<file path="config.mk">
export PLATFORM = sky130hd
export DESIGN_NAME = uart_tx_feeder
export DESIGN_NICKNAME = d
export VERILOG_FILES = /design/src/rtl/uart_tx_feeder.sv
export SDC_FILE = /design/constraint.sdc
export NUM_CORES = 1
export LEC_CHECK = 0
export CAP_MARGIN = 20
export CORE_MARGIN = 2
export CORE_UTILIZATION = 25
export DETAILED_ROUTE_END_ITERATION = 7
export GPL_ROUTABILITY_DRIVEN = 0
export PLACE_DENSITY = 0.41
export SLEW_MARGIN = 15
export SYNTH_ARGS = -nofsm -noshare
export SYNTH_HDL_FRONTEND = slang
export SYNTH_SLANG_ARGS = --single-unit
export TNS_END_PERCENT = 10
</file>
<file path="constraint.sdc">
create_clock -name sourceClk -period 2.9 [get_ports sourceClk]
set_input_delay 0.29 -clock sourceClk [delete_from_list [all_inputs] [get_ports sourceClk]]
set_output_delay 0.29 -clock sourceClk [all_outputs]
set_load 0.05 [all_outputs]
</file>
<file path="src/rtl/uart_tx_feeder.sv">
// rtl/uart_tx_feeder.sv - byte FIFO and sequencer feeding an 8N1 transmitter one byte at a time
// Strobes active-low tx_en for one cycle per byte and waits for tx_complete before the next.
module uart_tx_feeder #(
  parameter int DEPTH      = 16,
  parameter int GAP_CYCLES = 0
) (
  input  logic                     sourceClk,
  input  logic                     reset,
  input  logic                     wr_en,
  input  logic [7:0]               wr_data,
  output logic                     full,
  output logic                     empty,
  output logic [$clog2(DEPTH):0]   count,
  output logic                     overflow,
  output logic                     tx_en,
  output logic [7:0]               tx_byte,
  input  logic                     tx_complete,
  output logic                     busy,
  output logic                     byte_sent
);

  localparam int AW = $clog2(DEPTH);
  localparam int CW = AW + 1;
  localparam int GW = (GAP_CYCLES < 2) ? 1 : $clog2(GAP_CYCLES);

  typedef enum logic [2:0] {
    SQ_RESET  = 3'd0,
    SQ_IDLE   = 3'd1,
    SQ_STROBE = 3'd2,
    SQ_WAIT   = 3'd3,
    SQ_GAP    = 3'd4
  } sq_state_e;

  sq_state_e         state_q, state_d;
  logic [AW-1:0]     rd_ptr_q, rd_ptr_d;
  logic [AW-1:0]     wr_ptr_q, wr_ptr_d;
  logic [CW-1:0]     count_q, count_d;
  logic              full_q, full_d;
  logic              empty_q, empty_d;
  logic              overflow_q, overflow_d;
  logic              tx_en_q, tx_en_d;
  logic [7:0]        tx_byte_q, tx_byte_d;
  logic              busy_q, busy_d;
  logic              byte_sent_q, byte_sent_d;
  logic [GW-1:0]     gap_cnt_q, gap_cnt_d;
  logic              push;
  logic              pop;
  logic [7:0]        mem [DEPTH];

  always_comb begin
    state_d     = state_q;
    rd_ptr_d    = rd_ptr_q;
    wr_ptr_d    = wr_ptr_q;
    count_d     = count_q;
    tx_en_d     = tx_en_q;
    tx_byte_d   = tx_byte_q;
    busy_d      = busy_q;
    gap_cnt_d   = gap_cnt_q;
    byte_sent_d = 1'b0;
    pop         = 1'b0;

    case (state_q)
      SQ_RESET: state_d = SQ_IDLE;
      SQ_IDLE: begin
        // Registered empty only: a byte written this edge is popped next edge.
        if (!empty_q) begin
          pop       = 1'b1;
          tx_byte_d = mem[rd_ptr_q];
          tx_en_d   = 1'b0;
          busy_d    = 1'b1;
          state_d   = SQ_STROBE;
        end
      end
      SQ_STROBE: begin
        tx_en_d = 1'b1;
        state_d = SQ_WAIT;
      end
      SQ_WAIT: begin
        if (tx_complete) begin
          byte_sent_d = 1'b1;
          if (GAP_CYCLES == 0) begin
            state_d = SQ_IDLE;
            busy_d  = 1'b0;
          end else begin
            gap_cnt_d = GW'(GAP_CYCLES - 1);
            state_d   = SQ_GAP;
          end
        end
      end
      SQ_GAP: begin
        if (gap_cnt_q == '0) begin
          state_d = SQ_IDLE;
          busy_d  = 1'b0;
        end else begin
          gap_cnt_d = gap_cnt_q - GW'(1);
        end
      end
      default: begin
        state_d = SQ_IDLE;
        tx_en_d = 1'b1;
        busy_d  = 1'b0;
      end
    endcase

    // A pop on the same edge frees a slot, so a write while full is still taken.
    push       = wr_en && (!full_q || pop);
    overflow_d = wr_en && full_q && !pop;

    if (push) wr_ptr_d = wr_ptr_q + AW'(1);
    if (pop)  rd_ptr_d = rd_ptr_q + AW'(1);

    case ({push, pop})
      2'b10:   count_d = count_q + CW'(1);
      2'b01:   count_d = count_q - CW'(1);
      default: count_d = count_q;
    endcase

    full_d  = (count_d == CW'(DEPTH));
    empty_d = (count_d == '0);
  end

  always_ff @(posedge sourceClk) begin
    if (!reset) begin
      state_q     <= SQ_RESET;
      rd_ptr_q    <= '0;
      wr_ptr_q    <= '0;
      count_q     <= '0;
      full_q      <= 1'b0;
      empty_q     <= 1'b1;
      overflow_q  <= 1'b0;
      tx_en_q     <= 1'b1;
      tx_byte_q   <= 8'h00;
      busy_q      <= 1'b0;
      byte_sent_q <= 1'b0;
      gap_cnt_q   <= '0;
    end else begin
      state_q     <= state_d;
      rd_ptr_q    <= rd_ptr_d;
      wr_ptr_q    <= wr_ptr_d;
      count_q     <= count_d;
      full_q      <= full_d;
      empty_q     <= empty_d;
      overflow_q  <= overflow_d;
      tx_en_q     <= tx_en_d;
      tx_byte_q   <= tx_byte_d;
      busy_q      <= busy_d;
      byte_sent_q <= byte_sent_d;
      gap_cnt_q   <= gap_cnt_d;
    end
  end

  always_ff @(posedge sourceClk) begin
    if (reset && push) mem[wr_ptr_q] <= wr_data;
  end

  assign full      = full_q;
  assign empty     = empty_q;
  assign count     = count_q;
  assign overflow  = overflow_q;
  assign tx_en     = tx_en_q;
  assign tx_byte   = tx_byte_q;
  assign busy      = busy_q;
  assign byte_sent = byte_sent_q;

endmodule

</file>
==> PnR_summary.wiki, run 1 <==
{| class="wikitable"
! Metric !! Value
|-
| Core Area || between 20000 and 30000 um^2
|-
| Critical path required time || approximately 3300 ps
|-
| Grt total ovfl || 0
|-
| Number of antenna violations at the first check in global routing || 0
|-
| Crit-path slowest cell || sky130_fd_sc_hd__dfxtp_1
|-
| Capturing element type of the critical path || flop
|-
| FF/Latch Area || 4425 um^2
|-
| Number of slew-limit violations in the final report || 0
|-
| Wire length of the first global-routing pass || roughly 21000 um
|-
| Starting Density || between 20% and 30%
|-
| Critical path startpoint category || flop
|-
| CTS H-tree depth || 4
|-
| Number of DRC violations after detailed routing || 0
|-
| Number of iterations in the first detailed-routing pass || 4
|-
| Worst hold start || tx_byte[1]$_SDFFE_PN0P_
|-
| R2R depth || 13
|-
| Sum of negative setup slack || 0 ps
|-
| Pwr Density || 754.9 nW/um^2
|-
| Crit path buffers/inverters || 1
|-
| Final worst-path setup slack || 300.0 ps
|-
| Number of distinct library cell variants in the gate-level netlist after synthesis || 45
|-
| Area of the multi-input gates || around 1800 um^2
|-
| Clk sinks || 157
|-
| Final routed wirelength across all metal layers || roughly 14000 um
|-
| Achievable frequency || between 300 and 400 MHz
|-
| Violation count after the first detailed-route iteration || 200
|-
| Critical path, cell by cell || inv_1 > ha_2 > nand2b_4 > nand2_2 > nand2_1 > ha_1 > xor2_1 > ha_1 > a21oi_2 > mux2i_1 > xor2_1 > o311ai_2 > nor3b_2
|-
| Via density per instance || roughly 4.3
|-
| Global-route usage over all layers || approximately 11%
|-
| Number of enable-type register cells in the synthesized netlist || about 130
|-
| Synthesized flop and latch total || around 160
|-
| Chip Height || about 160 um
|-
| TritonCTS clock tree || done
|-
| Diode insertion count for antenna repair || 0
|-
| Clock latency at the later pin of the worst-skew pair || 420 ps
|-
| Outcome || completed
|-
| Post-Synthesis Mean Instance Area || 17.00 um^2
|-
| Unrepaired setup endpoints after global routing || no
|-
| Layout Nets || 452
|-
| Final setup violating endpoints || 0
|-
| Post-synthesis cell count || 373
|-
| Number of warnings issued by yosys || 0
|-
| Worst path top cell family by delay || adder cells
|-
| Via count of the first global-routing pass || 3546
|-
| Horizontal extent of the die || approximately 160 um
|-
| Post-synthesis net count || a little under 400
|-
| Via count || 3353
|-
| Remaining antenna violation count || 0
|-
| Depth of the worst hold-timing path || 2
|-
| Count of endpoints failing hold in the final timing report || 0
|-
| Final Cycle Share || about nine tenths
|-
| Period minus WS final || around 2600 ps
|-
| Total CTS buffers || 17
|-
| Endpoint of the worst hold-timing path || tx_byte[1]$_SDFFE_PN0P_
|-
| Dominant synthesized flop cell || sky130_fd_sc_hd__edfxtp_1
|-
| Worst voltage drop across the vdd grid || approximately 320 uV
|-
| Number of core rows || 58
|-
| Worst setup skew after layout || around 6.7 ps
|-
| Area of the die || 26650 um^2
|-
| Tot Pwr || ~5.8 mW
|-
| HPWL after detailed placement || 9224 um
|-
| Kind of path behind the tightest hold check || flop to flop
|-
| Buffer cell driving the clock tree root || sky130_fd_sc_hd__clkbuf_16
|-
| Critical path fanouts, max || 5
|-
| Post-synth design cell area || ~6300 um^2
|-
| Routed len/inst || ~18 um
|-
| Async set-or-reset flop fraction in the synthesized netlist || 0%
|-
| Number of filler instances in the final layout || ~2.5k
|-
| Layout cell share with drive strength beyond 1 || about a fifth
|-
| Maximum number of pins on one net before global-route repair || 36
|-
| Final core occ || a little under a third
|-
| Maxcap violations || 0
|-
| Cells taking the most area after synthesis || sky130_fd_sc_hd__edfxtp_1 61%, sky130_fd_sc_hd__dfxtp_1 9.2%, sky130_fd_sc_hd__mux4_2 7.8%
|-
| Crit Reg-Reg Endpoint || full$_SDFF_PN0_
|-
| Rel. slew slack || around half
|-
| Slew of the pin with the lowest slew margin || about 740 ps
|-
| Worst reg2reg setup slack || about 300 ps
|-
| Register clock-pin slew on the reported worst setup and hold paths || about 70 ps
|-
| Worst reg2reg startpoint || state_q[1]$_SDFFE_PN0P_
|-
| Critical path type || flop to flop
|-
| Port bufs || 30
|-
| Top cell type by total area after synthesis || sky130_fd_sc_hd__edfxtp_1
|-
| Worst setup path startpoint || state_q[1]$_SDFFE_PN0P_
|-
| Longest Clk Path Bufs || 2
|-
| Pre-CTS worst setup slack || about 150 ps
|-
| Signal arrival time at the worst endpoint || about 3000 ps
|-
| Area share of the largest cell type after synthesis || just over 60%
|-
| Area growth, synth to finish || 21.73%
|-
| Static Leakage || between 2 and 3 nW
|-
| Io pins || 31
|-
| Delay of the slowest cell on the worst path || 330 ps
|-
| Sequential fraction of the synthesis area || between 60% and 70%
|}
cell type report:
| type | count | share of cell area (%) |
|---|---|---|
| clock buffers | 18 | 5.561 |
| inverters | 8 | 0.3891 |
| repair buffers | 55 | 6.485 |
| flip-flops and latches | 157 | 57.34 |
| multi-input cells | 189 | 22.99 |
| well taps | 330 | 5.350 |
| clock inverters | 14 | 1.881 |
through the flow:
step,instance area [um^2],std cells,hold slack (ps)
after global placement,7127,739,464.1
after floorplan,6340,373,370.0
final,7717,771,495.2
after global routing,7717,771,488.1
after CTS,7701,771,476.9
after detailed placement,7127,739,481.1
worst max-delay path by stage:
stage | to | depth (start not counted)
finish | full$_SDFF_PN0_ | 13
global route | full$_SDFF_PN0_ | 13
CTS | full$_SDFF_PN0_ | 13
detailed placement | full$_SDFF_PN0_ | 13
global placement | full$_SDFF_PN0_ | 13
floorplan | full$_SDFF_PN0_ | 12
synthesized netlist by cell type (all sizes together) (2+ instances only):
cell type    n
nor2        34
nor3         5
xor2         7
buf         14
dfxtp       29
a22oi       16
mux4        32
xnor2        3
nor3b        2
a21oi       23
o21ai        6
inv          8
mux2i        4
clkbuf       5
edfxtp     128
o211ai       2
ha          12
nand2       14
nand3        3
nor2b        5
nand2b       4
and2         3
registers in the layout, summed over array words and instances (netlist names):
name / count
empty: 1
wr_ptr_q: 4
byte_sent: 1
busy: 1
tx_byte: 8
count: 5
overflow: 1
mem: 128
full: 1
rd_ptr_q: 4
state_q: 2
tx_en: 1
where the power goes:
part | switching (mW) | leakage [nW] | internal (mW) | total, mW
clock network | 0.984 | 0.282 | 1.15 | 2.13
registers | 0.0905 | 1.39 | 2.52 | 2.61
logic | 0.609 | 0.857 | 0.472 | 1.08
total | 1.68 | 2.53 | 4.14 | 5.83
metal layers:
layer  up-vias  GRT usage, %  wire length, um
met5         -             0                0
met4         0         2.977               81
met3         8         3.352              594
met2        65         18.01             6480
met1      1708         14.06             6356
li1       1572             -                -
logic make-up after synthesis:
family,share of synthesized area [%]
adder cells (fa/ha/maj),2.368
buffers and inverters,2.487
AND/OR/NAND/NOR,6.039
AO/OA/AOI/OAI,5.348
flip-flops,69.78
XOR/XNOR,1.382
multiplexers,12.59
repair_timing:
item | CTS | global route
resized for setup | 0 | 4
setup endpoints to repair | 0 | 3
hold buffers | 0 | 0
buffers inserted | 0 | 0
worst min-delay path: stages (launching register included):
cell,delay (ps)
sky130_fd_sc_hd__dfxtp_1,330
sky130_fd_sc_hd__a21oi_1,60
sky130_fd_sc_hd__nor2_1,70
cell usage in the layout (no fill, tap or decap), types with 4 or more instances in the layout:
cell,instances
sky130_fd_sc_hd__clkbuf_16,17
sky130_fd_sc_hd__nor3_1,5
sky130_fd_sc_hd__clkdlybuf4s50_1,30
sky130_fd_sc_hd__a22oi_1,16
sky130_fd_sc_hd__mux4_1,10
sky130_fd_sc_hd__nor2b_1,5
sky130_fd_sc_hd__buf_4,24
sky130_fd_sc_hd__xor2_1,7
sky130_fd_sc_hd__nand2_1,13
sky130_fd_sc_hd__ha_1,11
sky130_fd_sc_hd__o21ai_0,5
sky130_fd_sc_hd__a21oi_1,22
sky130_fd_sc_hd__mux2i_1,4
sky130_fd_sc_hd__inv_6,6
sky130_fd_sc_hd__inv_1,8
sky130_fd_sc_hd__dfxtp_1,28
sky130_fd_sc_hd__mux4_2,22
sky130_fd_sc_hd__nor2_1,34
sky130_fd_sc_hd__edfxtp_1,128
Power figures use the tool's default switching activity.
==> run 2: changes to the inputs <==
--- a/config.mk
+++ b/config.mk
@@ -5,7 +5,6 @@
 export SDC_FILE = /design/constraint.sdc
 export NUM_CORES = 1
 export LEC_CHECK = 0
-export CAP_MARGIN = 20
 export CORE_MARGIN = 2
 export CORE_UTILIZATION = 25
 export DETAILED_ROUTE_END_ITERATION = 7
==> results of run 2 <==
The final DEF is identical to that of run 1; final timing and power are the same.
